## src/rtl/ipu_pkg.sv

```systemverilog
// ---------------------------------------------------------------------------
// ipu_pkg
// Purpose : Shared constants and FSM state encoding for the IPU grayscale
//           read-side streamer (gray_pixel_streamer) and its word unpacker.
// Contents: WORD_W, PIX_W, PIX_PER_WORD, ADDR_W, CNT_W and state_t.
// ---------------------------------------------------------------------------
package ipu_pkg;

    localparam int WORD_W       = 32;
    localparam int PIX_W        = 8;
    localparam int PIX_PER_WORD = WORD_W / PIX_W;
    localparam int ADDR_W       = 6;
    localparam int CNT_W        = 9;

    typedef enum logic [2:0] {
        ST_IDLE   = 3'd0,
        ST_FETCH  = 3'd1,
        ST_WAIT   = 3'd2,
        ST_SEND   = 3'd3,
        ST_FINISH = 3'd4
    } state_t;

endpackage

```

## src/rtl/gray_pixel_streamer_unpacker.sv

```systemverilog
// ---------------------------------------------------------------------------
// gray_word_unpacker
// Purpose : Holds one fetched memory word and selects the current pixel slot.
//           Pixel 0 sits in the least significant bits of the word.
// Ports   :
//   clk        in   clock, rising edge
//   reset      in   synchronous active-high, clears word and slot
//   load       in   capture load_word, restart at slot 0
//   load_word  in   WORD_W word returned by memory
//   advance    in   move to the next slot (one pixel consumed)
//   pix        out  PIX_W pixel at the current slot
//   slot_wrap  out  current slot is the last one in the word
// ---------------------------------------------------------------------------
module gray_word_unpacker #(
    parameter int WORD_W       = ipu_pkg::WORD_W,
    parameter int PIX_W        = ipu_pkg::PIX_W,
    parameter int PIX_PER_WORD = WORD_W / PIX_W
) (
    input  logic              clk,
    input  logic              reset,
    input  logic              load,
    input  logic [WORD_W-1:0] load_word,
    input  logic              advance,
    output logic [PIX_W-1:0]  pix,
    output logic              slot_wrap
);
    import ipu_pkg::*;

    localparam int SLOT_W = (PIX_PER_WORD > 1) ? $clog2(PIX_PER_WORD) : 1;

    logic [WORD_W-1:0] word_buf;
    logic [SLOT_W-1:0] slot;

    always_ff @(posedge clk) begin
        if (reset) begin
            word_buf <= '0;
            slot     <= '0;
        end else if (load) begin
            word_buf <= load_word;
            slot     <= '0;
        end else if (advance) begin
            // explicit wrap keeps non-power-of-two word layouts correct
            if (slot_wrap) begin
                slot <= '0;
            end else begin
                slot <= slot + 1'b1;
            end
        end
    end

    assign slot_wrap = (slot == SLOT_W'(PIX_PER_WORD - 1));
    assign pix       = word_buf[slot * PIX_W +: PIX_W];

endmodule

```

## src/rtl/gray_pixel_streamer.sv

```systemverilog
// ---------------------------------------------------------------------------
// gray_pixel_streamer
// Purpose : Fetches packed grayscale words (PIX_PER_WORD pixels per word)
//           from a synchronous data-memory read port and streams the pixels
//           one per valid/ready transfer, flagging the final pixel.
// Ports   :
//   clk          in   clock, rising edge
//   reset        in   synchronous active-high; aborts any run
//   start        in   1-cycle pulse, accepted only in IDLE
//   base_addr    in   first word address, sampled on accepted start
//   num_pixels   in   pixel count, sampled on accepted start
//   mem_rd_en    out  read strobe (data returns one cycle later)
//   mem_rd_addr  out  word address for the read
//   mem_rd_data  in   read data
//   pix_data     out  current pixel (0 when pix_valid is low)
//   pix_valid    out  pix_data valid
//   pix_ready    in   sink accepts
//   pix_last     out  final pixel of the run
//   busy         out  high in every state except IDLE
//   done         out  1-cycle pulse after the run completes
// ---------------------------------------------------------------------------
module gray_pixel_streamer #(
    parameter int WORD_W = ipu_pkg::WORD_W,
    parameter int PIX_W  = ipu_pkg::PIX_W,
    parameter int ADDR_W = ipu_pkg::ADDR_W,
    parameter int CNT_W  = ipu_pkg::CNT_W
) (
    input  logic              clk,
    input  logic              reset,
    input  logic              start,
    input  logic [ADDR_W-1:0] base_addr,
    input  logic [CNT_W-1:0]  num_pixels,
    output logic              mem_rd_en,
    output logic [ADDR_W-1:0] mem_rd_addr,
    input  logic [WORD_W-1:0] mem_rd_data,
    output logic [PIX_W-1:0]  pix_data,
    output logic              pix_valid,
    input  logic              pix_ready,
    output logic              pix_last,
    output logic              busy,
    output logic              done
);
    import ipu_pkg::*;

    localparam int PPW = WORD_W / PIX_W;

    state_t            state;
    logic [ADDR_W-1:0] addr;
    logic [CNT_W-1:0]  remaining;
    logic [PIX_W-1:0]  unp_pix;
    logic              slot_wrap;
    logic              xfer;
    logic              load_word;

    assign xfer      = pix_valid & pix_ready;
    // memory data is on the bus during WAIT (read issued in FETCH)
    assign load_word = (state == ST_WAIT);

    gray_word_unpacker #(
        .WORD_W       (WORD_W),
        .PIX_W        (PIX_W),
        .PIX_PER_WORD (PPW)
    ) u_unpacker (
        .clk       (clk),
        .reset     (reset),
        .load      (load_word),
        .load_word (mem_rd_data),
        .advance   (xfer),
        .pix       (unp_pix),
        .slot_wrap (slot_wrap)
    );

    always_ff @(posedge clk) begin
        if (reset) begin
            state     <= ST_IDLE;
            addr      <= '0;
            remaining <= '0;
            mem_rd_en <= 1'b0;
            pix_valid <= 1'b0;
            done      <= 1'b0;
        end else begin
            mem_rd_en <= 1'b0;
            done      <= 1'b0;
            case (state)
                ST_IDLE: begin
                    // done is visible in the first IDLE cycle; a start
                    // arriving together with it belongs to the old run
                    if (start && !done) begin
                        addr      <= base_addr;
                        remaining <= num_pixels;
                        if (num_pixels == '0) begin
                            state <= ST_FINISH;
                        end else begin
                            state     <= ST_FETCH;
                            mem_rd_en <= 1'b1;
                        end
                    end
                end
                ST_FETCH: begin
                    state <= ST_WAIT;
                end
                ST_WAIT: begin
                    state     <= ST_SEND;
                    pix_valid <= 1'b1;
                end
                ST_SEND: begin
                    if (xfer) begin
                        remaining <= remaining - 1'b1;
                        if (remaining == CNT_W'(1)) begin
                            pix_valid <= 1'b0;
                            state     <= ST_FINISH;
                        end else if (slot_wrap) begin
                            // address wraps modulo 2^ADDR_W by width
                            pix_valid <= 1'b0;
                            addr      <= addr + 1'b1;
                            mem_rd_en <= 1'b1;
                            state     <= ST_FETCH;
                        end
                    end
                end
                ST_FINISH: begin
                    done  <= 1'b1;
                    state <= ST_IDLE;
                end
                default: begin
                    state <= ST_IDLE;
                end
            endcase
        end
    end

    assign mem_rd_addr = addr;
    assign busy        = (state != ST_IDLE);
    assign pix_data    = pix_valid ? unp_pix : '0;
    assign pix_last    = pix_valid & (remaining == CNT_W'(1));

endmodule

```

## config.mk

```make
export PLATFORM = sky130hd
export DESIGN_NAME = gray_pixel_streamer
export DESIGN_NICKNAME = d
export VERILOG_FILES = /design/src/rtl/ipu_pkg.sv /design/src/rtl/gray_pixel_streamer_unpacker.sv /design/src/rtl/gray_pixel_streamer.sv
export SDC_FILE = /design/constraint.sdc
export NUM_CORES = 1
export LEC_CHECK = 0
export CORE_ASPECT_RATIO = 1.25
export CORE_UTILIZATION = 31
export DETAILED_ROUTE_END_ITERATION = 16
export PLACE_DENSITY = 0.54
export SLEW_MARGIN = 20
export SYNTH_ARGS = -nofsm -noshare
export SYNTH_HDL_FRONTEND = slang
export SYNTH_HIERARCHICAL = 1
export SYNTH_SLANG_ARGS = --single-unit
```

## constraint.sdc

```tcl
create_clock -name clk -period 2.1 [get_ports clk]
set_input_delay 0.63 -clock clk [delete_from_list [all_inputs] [get_ports clk]]
set_output_delay 0.63 -clock clk [all_outputs]
set_load 0.1 [all_outputs]
```

After elaboration in Yosys (flattened, before gate mapping)
Cells that the tools add are included.
{"block": "word_totals", "ff_bits": 55, "in_bits": 51, "elab_cells": 64}
{"block": "classes", "addsub": 3, "n_eq_ne": 11, "shifts": 1, "muxes": 27, "bitwise_logic": 2, "n_reduce_logical": 12}
{"op": "32-bit by 6-bit indexed part select with 8-bit output", "n": 1}
{"op": "6-bit two-way mux", "n": 4}
{"op": "9-bit two-way mux", "n": 2}
{"op": "9-bit one-hot mux with 2 select lines", "n": 1}
{"op": "3-bit two-way mux", "n": 5}
{"op": "3-bit one-hot mux with 4 select lines", "n": 1}
{"op": "6-bit one-hot mux with 2 select lines", "n": 1}
{"op": "9-bit by 1-bit == test with 1-bit output (second input constant)", "n": 1}
{"op": "9-bit zero test", "n": 1}
{"op": "1-bit two-way mux", "n": 9}
{"op": "3-bit AND reduction", "n": 3}
{"op": "9-bit by 1-bit subtractor with 9-bit output (second input constant)", "n": 1}
{"op": "8-bit two-way mux", "n": 1}
{"op": "6-bit by 1-bit adder with 6-bit output (second input constant)", "n": 1}
{"op": "3-bit by 2-bit == test with 1-bit output (second input constant)", "n": 2}
{"op": "2-bit inequality test (second input constant)", "n": 3}
{"op": "5-bit AND reduction", "n": 1}
{"op": "1-bit one-hot mux with 2 select lines", "n": 2}
{"op": "2-bit nonzero test", "n": 2}
{"op": "3-bit by 1-bit == test with 1-bit output (second input constant)", "n": 1}
{"op": "3-bit == test (second input constant)", "n": 1}
{"op": "3-bit zero test", "n": 1}
{"op": "3-bit inequality test (second input constant)", "n": 1}
{"op": "3-bit nonzero test", "n": 1}
{"op": "other kinds (8)", "n": 9}

Longest topological paths before layout
{"block": "logic_depth", "ltp_word": 5, "mapped_depth": 7, "depth_no_buf": 6}

Hierarchy
Netlist, hierarchy kept.
{"module": "gray_word_unpacker", "n_inst": 1, "cells_each": 122, "area_per_inst_um2": 1446.4, "seq_area_each_um2": 680.7}
{"module": "gray_pixel_streamer", "n_inst": 1, "cells_each": 180, "area_per_inst_um2": 1393.8, "seq_area_each_um2": 420.4}

Worst setup path before layout
Ideal clock, no wire load.
{"block": "synth_timing", "path_kind": "register -> output", "start": "register pix_valid", "end": "output port pix_last", "arrival_ns": 2.030, "path_slack_ns": -0.560, "path_stages_with_launch": 3, "path_cell_list": "dfxtp_1 -> clkbuf_1 -> and3_1"}
{"block": "synth_via", "elab_chain_cells": 1}
{"item": "start, declared", "line_no": "gray_pixel_streamer.sv:37", "text": "output logic pix_valid,"}
{"item": "start signal, assigned", "line_no": "gray_pixel_streamer.sv:79", "text": "pix_valid <= 1'b0;"}
{"item": "start signal, assigned", "line_no": "gray_pixel_streamer.sv:104", "text": "pix_valid <= 1'b1;"}
{"item": "start signal, assigned", "line_no": "gray_pixel_streamer.sv:110", "text": "pix_valid <= 1'b0;"}
{"item": "1-bit bitwise AND", "line_no": "gray_pixel_streamer.sv:135", "text": "assign pix_last = pix_valid & (remaining == CNT_W'(1));"}
{"item": "end, declared", "line_no": "gray_pixel_streamer.sv:39", "text": "output logic pix_last,"}
No other way between the ends.

Worst setup path in the final report
{"block": "layout_timing", "start": "register u_unpacker.slot[0]", "end": "output port pix_data[6]"}
{"block": "layout_via", "elab_chain_cells": 2}
{"item": "start, declared", "line_no": "gray_pixel_streamer_unpacker.sv:32", "text": "logic [SLOT_W-1:0] slot;"}
{"item": "start signal, assigned", "line_no": "gray_pixel_streamer_unpacker.sv:46", "text": "slot <= slot + 1'b1;"}
{"item": "32-bit by 6-bit indexed part select with 8-bit output", "line_no": "gray_pixel_streamer_unpacker.sv:52", "text": "assign pix = word_buf[slot * PIX_W +: PIX_W];"}
{"item": "named net unp_pix[6]", "line_no": "gray_pixel_streamer.sv:50", "text": "logic [PIX_W-1:0] unp_pix;"}
{"item": "8-bit two-way mux", "line_no": "gray_pixel_streamer.sv:134", "text": "assign pix_data = pix_valid ? unp_pix : '0;"}
{"item": "end, declared", "line_no": "gray_pixel_streamer.sv:36", "text": "output logic [PIX_W-1:0] pix_data,"}
The timed path passes the listed nets, and every way through them passes these cells.

==> run metrics <==
status=finished, violations left; failing checks=negative setup slack; top_reg_cell synth=dfxtp_1; Diodes inserted=0; Mapped Area=between 0.002 and 0.003 mm²; clk_skew=around 0.011 ns; core area=a little under 0.009 mm²; CTS buffer count=5; first-pass GRT wire length=12.8 mm; final hold slack=roughly 0.51 ns; fmax=approximately 0.44 GHz; Layout fillers=roughly 850; global placement routability congestion=a little under 0.8; Non-Filler Instances=510; setup ws final=-0.195 ns; CP required=about 1.5 ns; minimum clock period=around 2.3 ns; Post-Route WL=between 7 and 8 mm; combinational share of power=roughly 50%; CTS tree=yes; most used cells in the layout excluding fill and tap cells=dfxtp_1 (50), clkdlybuf4s50_1 (48), nor2_1 (42); deepest clock path buffer count=2; Synth Area in Compound Gates=between 10% and 20%; Crit path arrival time=around 1.7 ns; Worst setup SP type=flop; H-tree depth=2; Finished Cell Area=0.00420 mm²; Core Rows=38; Synthesized Nets=between 300 and 400; Die H=approximately 110 µm; drt pass-1 iters=4; worst hold path class=reg -> reg; placed cells=between 400 and 500; Post-synth EDFFs=0; Crit Path Max Fanout=4; Psw=between 1500 and 2000 µW; Max Cap Viol=0; Clock Latency Late Sink=between 0.3 and 0.4 ns; post-DR vias/cell=about 5; most common cell after layout, fill and taps aside=dfxtp_1; HPWL Detailed=~5.6 mm; Int Power=roughly 2700 µW; synth warn=6; placed inst area=about 0.0040 mm²; Avg Inst Size Synth=9.40 µm²; worst-path cell chain=buf_6, mux4_2, and2_4, buf_12; Final Cycle Share=109%; Seq/Total Area, Yosys=38.8%; hold_buf cts=0; Crit Path Category=reg -> out; Die Wd=87.6 µm; Final Setup Violations=9; initial core utilization=32.3%; Crit path largest cell delay=between 0.4 and 0.5 ns; sw frac=between 40% and 50%; adder-cell share of the synthesized area=around 1.8%; clock-pin slew on the worst setup and hold paths=around 0.11 ns; Clk network pwr share=between 10% and 20%; clock net sink count=55; unrepaired setup endpoints after global routing=true; Power per Cell Area=1070 mW/mm²; largest net degree at the start of global routing=26; Leak Pwr=between 0.0015 and 0.002 µW; crit end category=output pin; fin nets=about 440; max-slew violations=0; #FFs+latches synth=55; crit path buf inv count=2; total power=4500 µW; Synth Area in Simple Gates=between 10% and 20%; Crit path max-delay family=multiplexers; worst slew pin tran=0.440 ns; I/O pins=70; antenna violations before repair=0; vias post-DR=2570; antenna violation net count after detailed routing=0; share of cells above drive strength 1=~25%; Port Buffers=69; Max stage delay cell, worst path=mux4_2; DRT iter0 DRCs=76; P&R area growth vs syn=47.8%; Root Driver=clkbuf_8; Cell variety after synth=between 50 and 60; Die Footprint=around 0.0096 mm²; Tot GR Track Use=17.2%; pre-CTS WS=-0.360 ns; wire per inst=approximately 15 µm; Reg2Reg Setup Slack=0.27 ns; DR DRC count=0; Async SR Flop Fraction=0%; largest family of logic cells by synthesized area=multiplexers; grt ovf=0; post-synthesis mux area share=approximately 20%; Max-slew headroom=70.6%; Sequential Power Share=34.4%; cells after synthesis=302; Final Hold Vio Count=0; post-synthesis xor/xnor area fraction=less than 1%; vias in the first global route=2567; Max IR drop VDD=roughly 0.42 mV
## power by group through the flow
stage          Combinational [µW]  Clock (µW)  Sequential (µW)
6_report                     2210         743             1550
5_1_grt                      2370         802             1590
4_1_cts                      2170         770             1540
3_5_place_dp                 2090           0             1540
3_3_place_gp                 2070           0             1530
2_1_floorplan                1170           0             1720
## cell usage after synthesis (3+ instances only)
cell type	instances	share of area, %
buf_6	3	1.2
a211oi_1	3	0.79
nor2_1	42	5.6
a21o_1	6	1.6
a21oi_1	19	3.3
nor3_1	5	0.88
nor4_1	5	1.1
and2_1	11	2.4
nand2_1	15	2.0
mux2i_1	33	12
mux4_1	8	7.4
buf_2	3	0.53
inv_1	8	1.1
dfxtp_1	55	39
a32oi_1	3	0.93
nand3_1	4	0.70
nor3b_1	3	0.79
and3_1	3	0.66
clkbuf_1	11	1.5
ha_1	4	1.8
buf_4	4	1.1
o21ai_0	12	2.1
## final timing paths
check,cells after the start,to,start
setup / recovery,4,pix_data[6],u_unpacker/slot[0]$_SDFFE_PP0P_
hold / removal,2,u_unpacker/word_buf[30]$_SDFFE_PP0P_,u_unpacker/word_buf[30]$_SDFFE_PP0P_
setup reg to reg,6,mem_rd_addr[2]$_SDFFE_PP0P_,remaining[1]$_SDFFE_PP0P_
hold reg to reg,2,u_unpacker/word_buf[30]$_SDFFE_PP0P_,u_unpacker/word_buf[30]$_SDFFE_PP0P_
## state kept, by name, summed over array words and instances (netlist names)
register / count
u_unpacker/slot: 2
u_unpacker/word_buf: 32
state: 3
done: 1
mem_rd_addr: 6
remaining: 9
mem_rd_en: 1
pix_valid: 1
## stage by stage
stage | utilization (%) | TNS [ns]
6_report | 47.7 | -1.44
5_1_grt | 47.7 | -1.89
3_5_place_dp | 45.1 | -4.49
2_1_floorplan | - | -0.0336
4_1_cts | 47.2 | -1.58
3_3_place_gp | 45.1 | -4.18
## worst min-delay path: cells and delay by family, from the launching register on
kind | cells | cell delay, ns
multiplexers | 1 | 0.06
AND/OR/NAND/NOR | 1 | 0.07
flip-flops | 1 | 0.35
## layer usage
layer	up-vias	track usage [%]	share of wire, %
met3	9	2.95	4.1
met5	-	0	0
met4	0	4.68	0.95
li1	1266	-	-
met1	1236	20.5	43
met2	59	31.3	52
## cell families after synthesis
family | count (synthesis)
compound gates | 64
xor+xnor | 1
fa+ha+maj | 4
buf+inv | 30
flops | 55
mux | 42
simple gates | 106
## layout make-up
class / instances / area, µm² / area share, %
flip-flops and latches: 55 / 1110 / 26.5
inverters: 8 / 30.0 / 0.715
multi-input cells: 217 / 1650 / 39.3
clock inverters: 3 / 47.5 / 1.13
well taps: 120 / 150 / 3.58
clock buffers: 5 / 68.8 / 1.64
repair buffers: 102 / 1140 / 27.1
## repair_timing
action,in CTS,in global routing
endpoints found under the setup margin,10,18
gates resized for setup,32,6
setup buffers,3,2
pin swaps,0,2
No activity file was read; power rests on OpenSTA's default activity.
==> variant: new RTL, same flow settings <==
Make the reset (`reset`) asynchronous in 2 clocked blocks.
--- a/src/rtl/gray_pixel_streamer_unpacker.sv
+++ b/src/rtl/gray_pixel_streamer_unpacker.sv
@@ -32,5 +32,5 @@
     logic [SLOT_W-1:0] slot;
 
-    always_ff @(posedge clk) begin
+    always_ff @(posedge clk or posedge reset) begin
         if (reset) begin
             word_buf <= '0;
--- a/src/rtl/gray_pixel_streamer.sv
+++ b/src/rtl/gray_pixel_streamer.sv
@@ -71,5 +71,5 @@
     );
 
-    always_ff @(posedge clk) begin
+    always_ff @(posedge clk or posedge reset) begin
         if (reset) begin
             state     <= ST_IDLE;
Function: differs if reset is asserted again (counterexample within 4 cycles, from zero or initial values and one cycle with reset high); with reset held inactive, the same outputs for 10 cycles.
==> variant against the original RTL <==
The flow still finishes with violations (setup timing). Cell count decreased by 7.3%. Sequential cell count unchanged. Synthesized area increased by 2.3%. Design area increased by 4.8%. Worst setup slack got worse by 0.021 ns. Maximum frequency decreased by 0.91%. Routed wire length decreased by 6.8%. Largest cell class unchanged.
Power is not compared: it rests on default switching activity, and its combinational part moved more than twofold at a synthesized area within 25%.
==> variant: results (changes against the original RTL) <==
metric	value	unit	change
setup-violations-final	9		unchanged
fin_cells	473		-7.3%
final_util	0.482		+0.00473
root_buffer	clkbuf_16		
seq_share	0.314		+0.0491
dpl.cell_count	450		-9.5%
status	finished, violations left		
synthTopCellsByArea	dfrtp_1, mux2_2, mux4_2		
drive_gt1_frac	0.383		+0.129
signal_buffers	105		+2.9%
ys_types	43		-17%
rr_endpoint	remaining[8]		
n_all_inverters	7		-1
violations	setup timing		
gp_congestion	0.789		+1.0%
maxSlewHeadroom	0.717		+0.0110
postCtsSetupBuffers	10		+7
synth_nets	309		-13%
final_nets	404		-9.0%
timing.rr.start	remaining[1]		
async_reset_ff_frac	1.00		+1.00
nFillCells	835		-1.3%
fin_setup_tns	-1.66	ns	-0.220 ns
reg2reg_setup_slack	0.12	ns	-0.15 ns
setup_ws	-0.216	ns	-0.0211 ns
synthFlopType	dfrtp_1		
[variant: cell count changes in the layout (fill, tap and decap cells not counted), sizes merged, moves of 5 or more]
cell	change
dfrtp	+55
dfxtp	-55
mux2	+31
mux2i	-32
nor2	-29
o22ai	+5
[variant: per-stage QoR]
step,setup WS (ns),hold slack [ns],total power (W),instance area (um^2)
floorplan,-0.0684,0.475,0.00520,2940
global placement,-0.247,0.485,0.00675,4040
detailed placement,-0.286,0.493,0.00682,4040
CTS,-0.261,0.509,0.00804,4350
global route,-0.263,0.525,0.00848,4400
finish,-0.216,0.503,0.00804,4400
[variant: layer usage]
metal / routed length (um) / track usage
met4: 42 / 0.0346
met5: 0 / 0
met2: 3900 / 0.286
met3: 245 / 0.0276
met1: 3080 / 0.204
[variant: kinds of logic after synthesis]
family,count (synthesis),synth area share
muxes,41,0.189
and+or+nand+nor,68,0.123
buffers and inverters,24,0.0517
adders and majority gates,4,0.0172
xor gates and xnor gates,1,0.00302
AOI/OAI and AO/OA,61,0.142
DFF,55,0.474
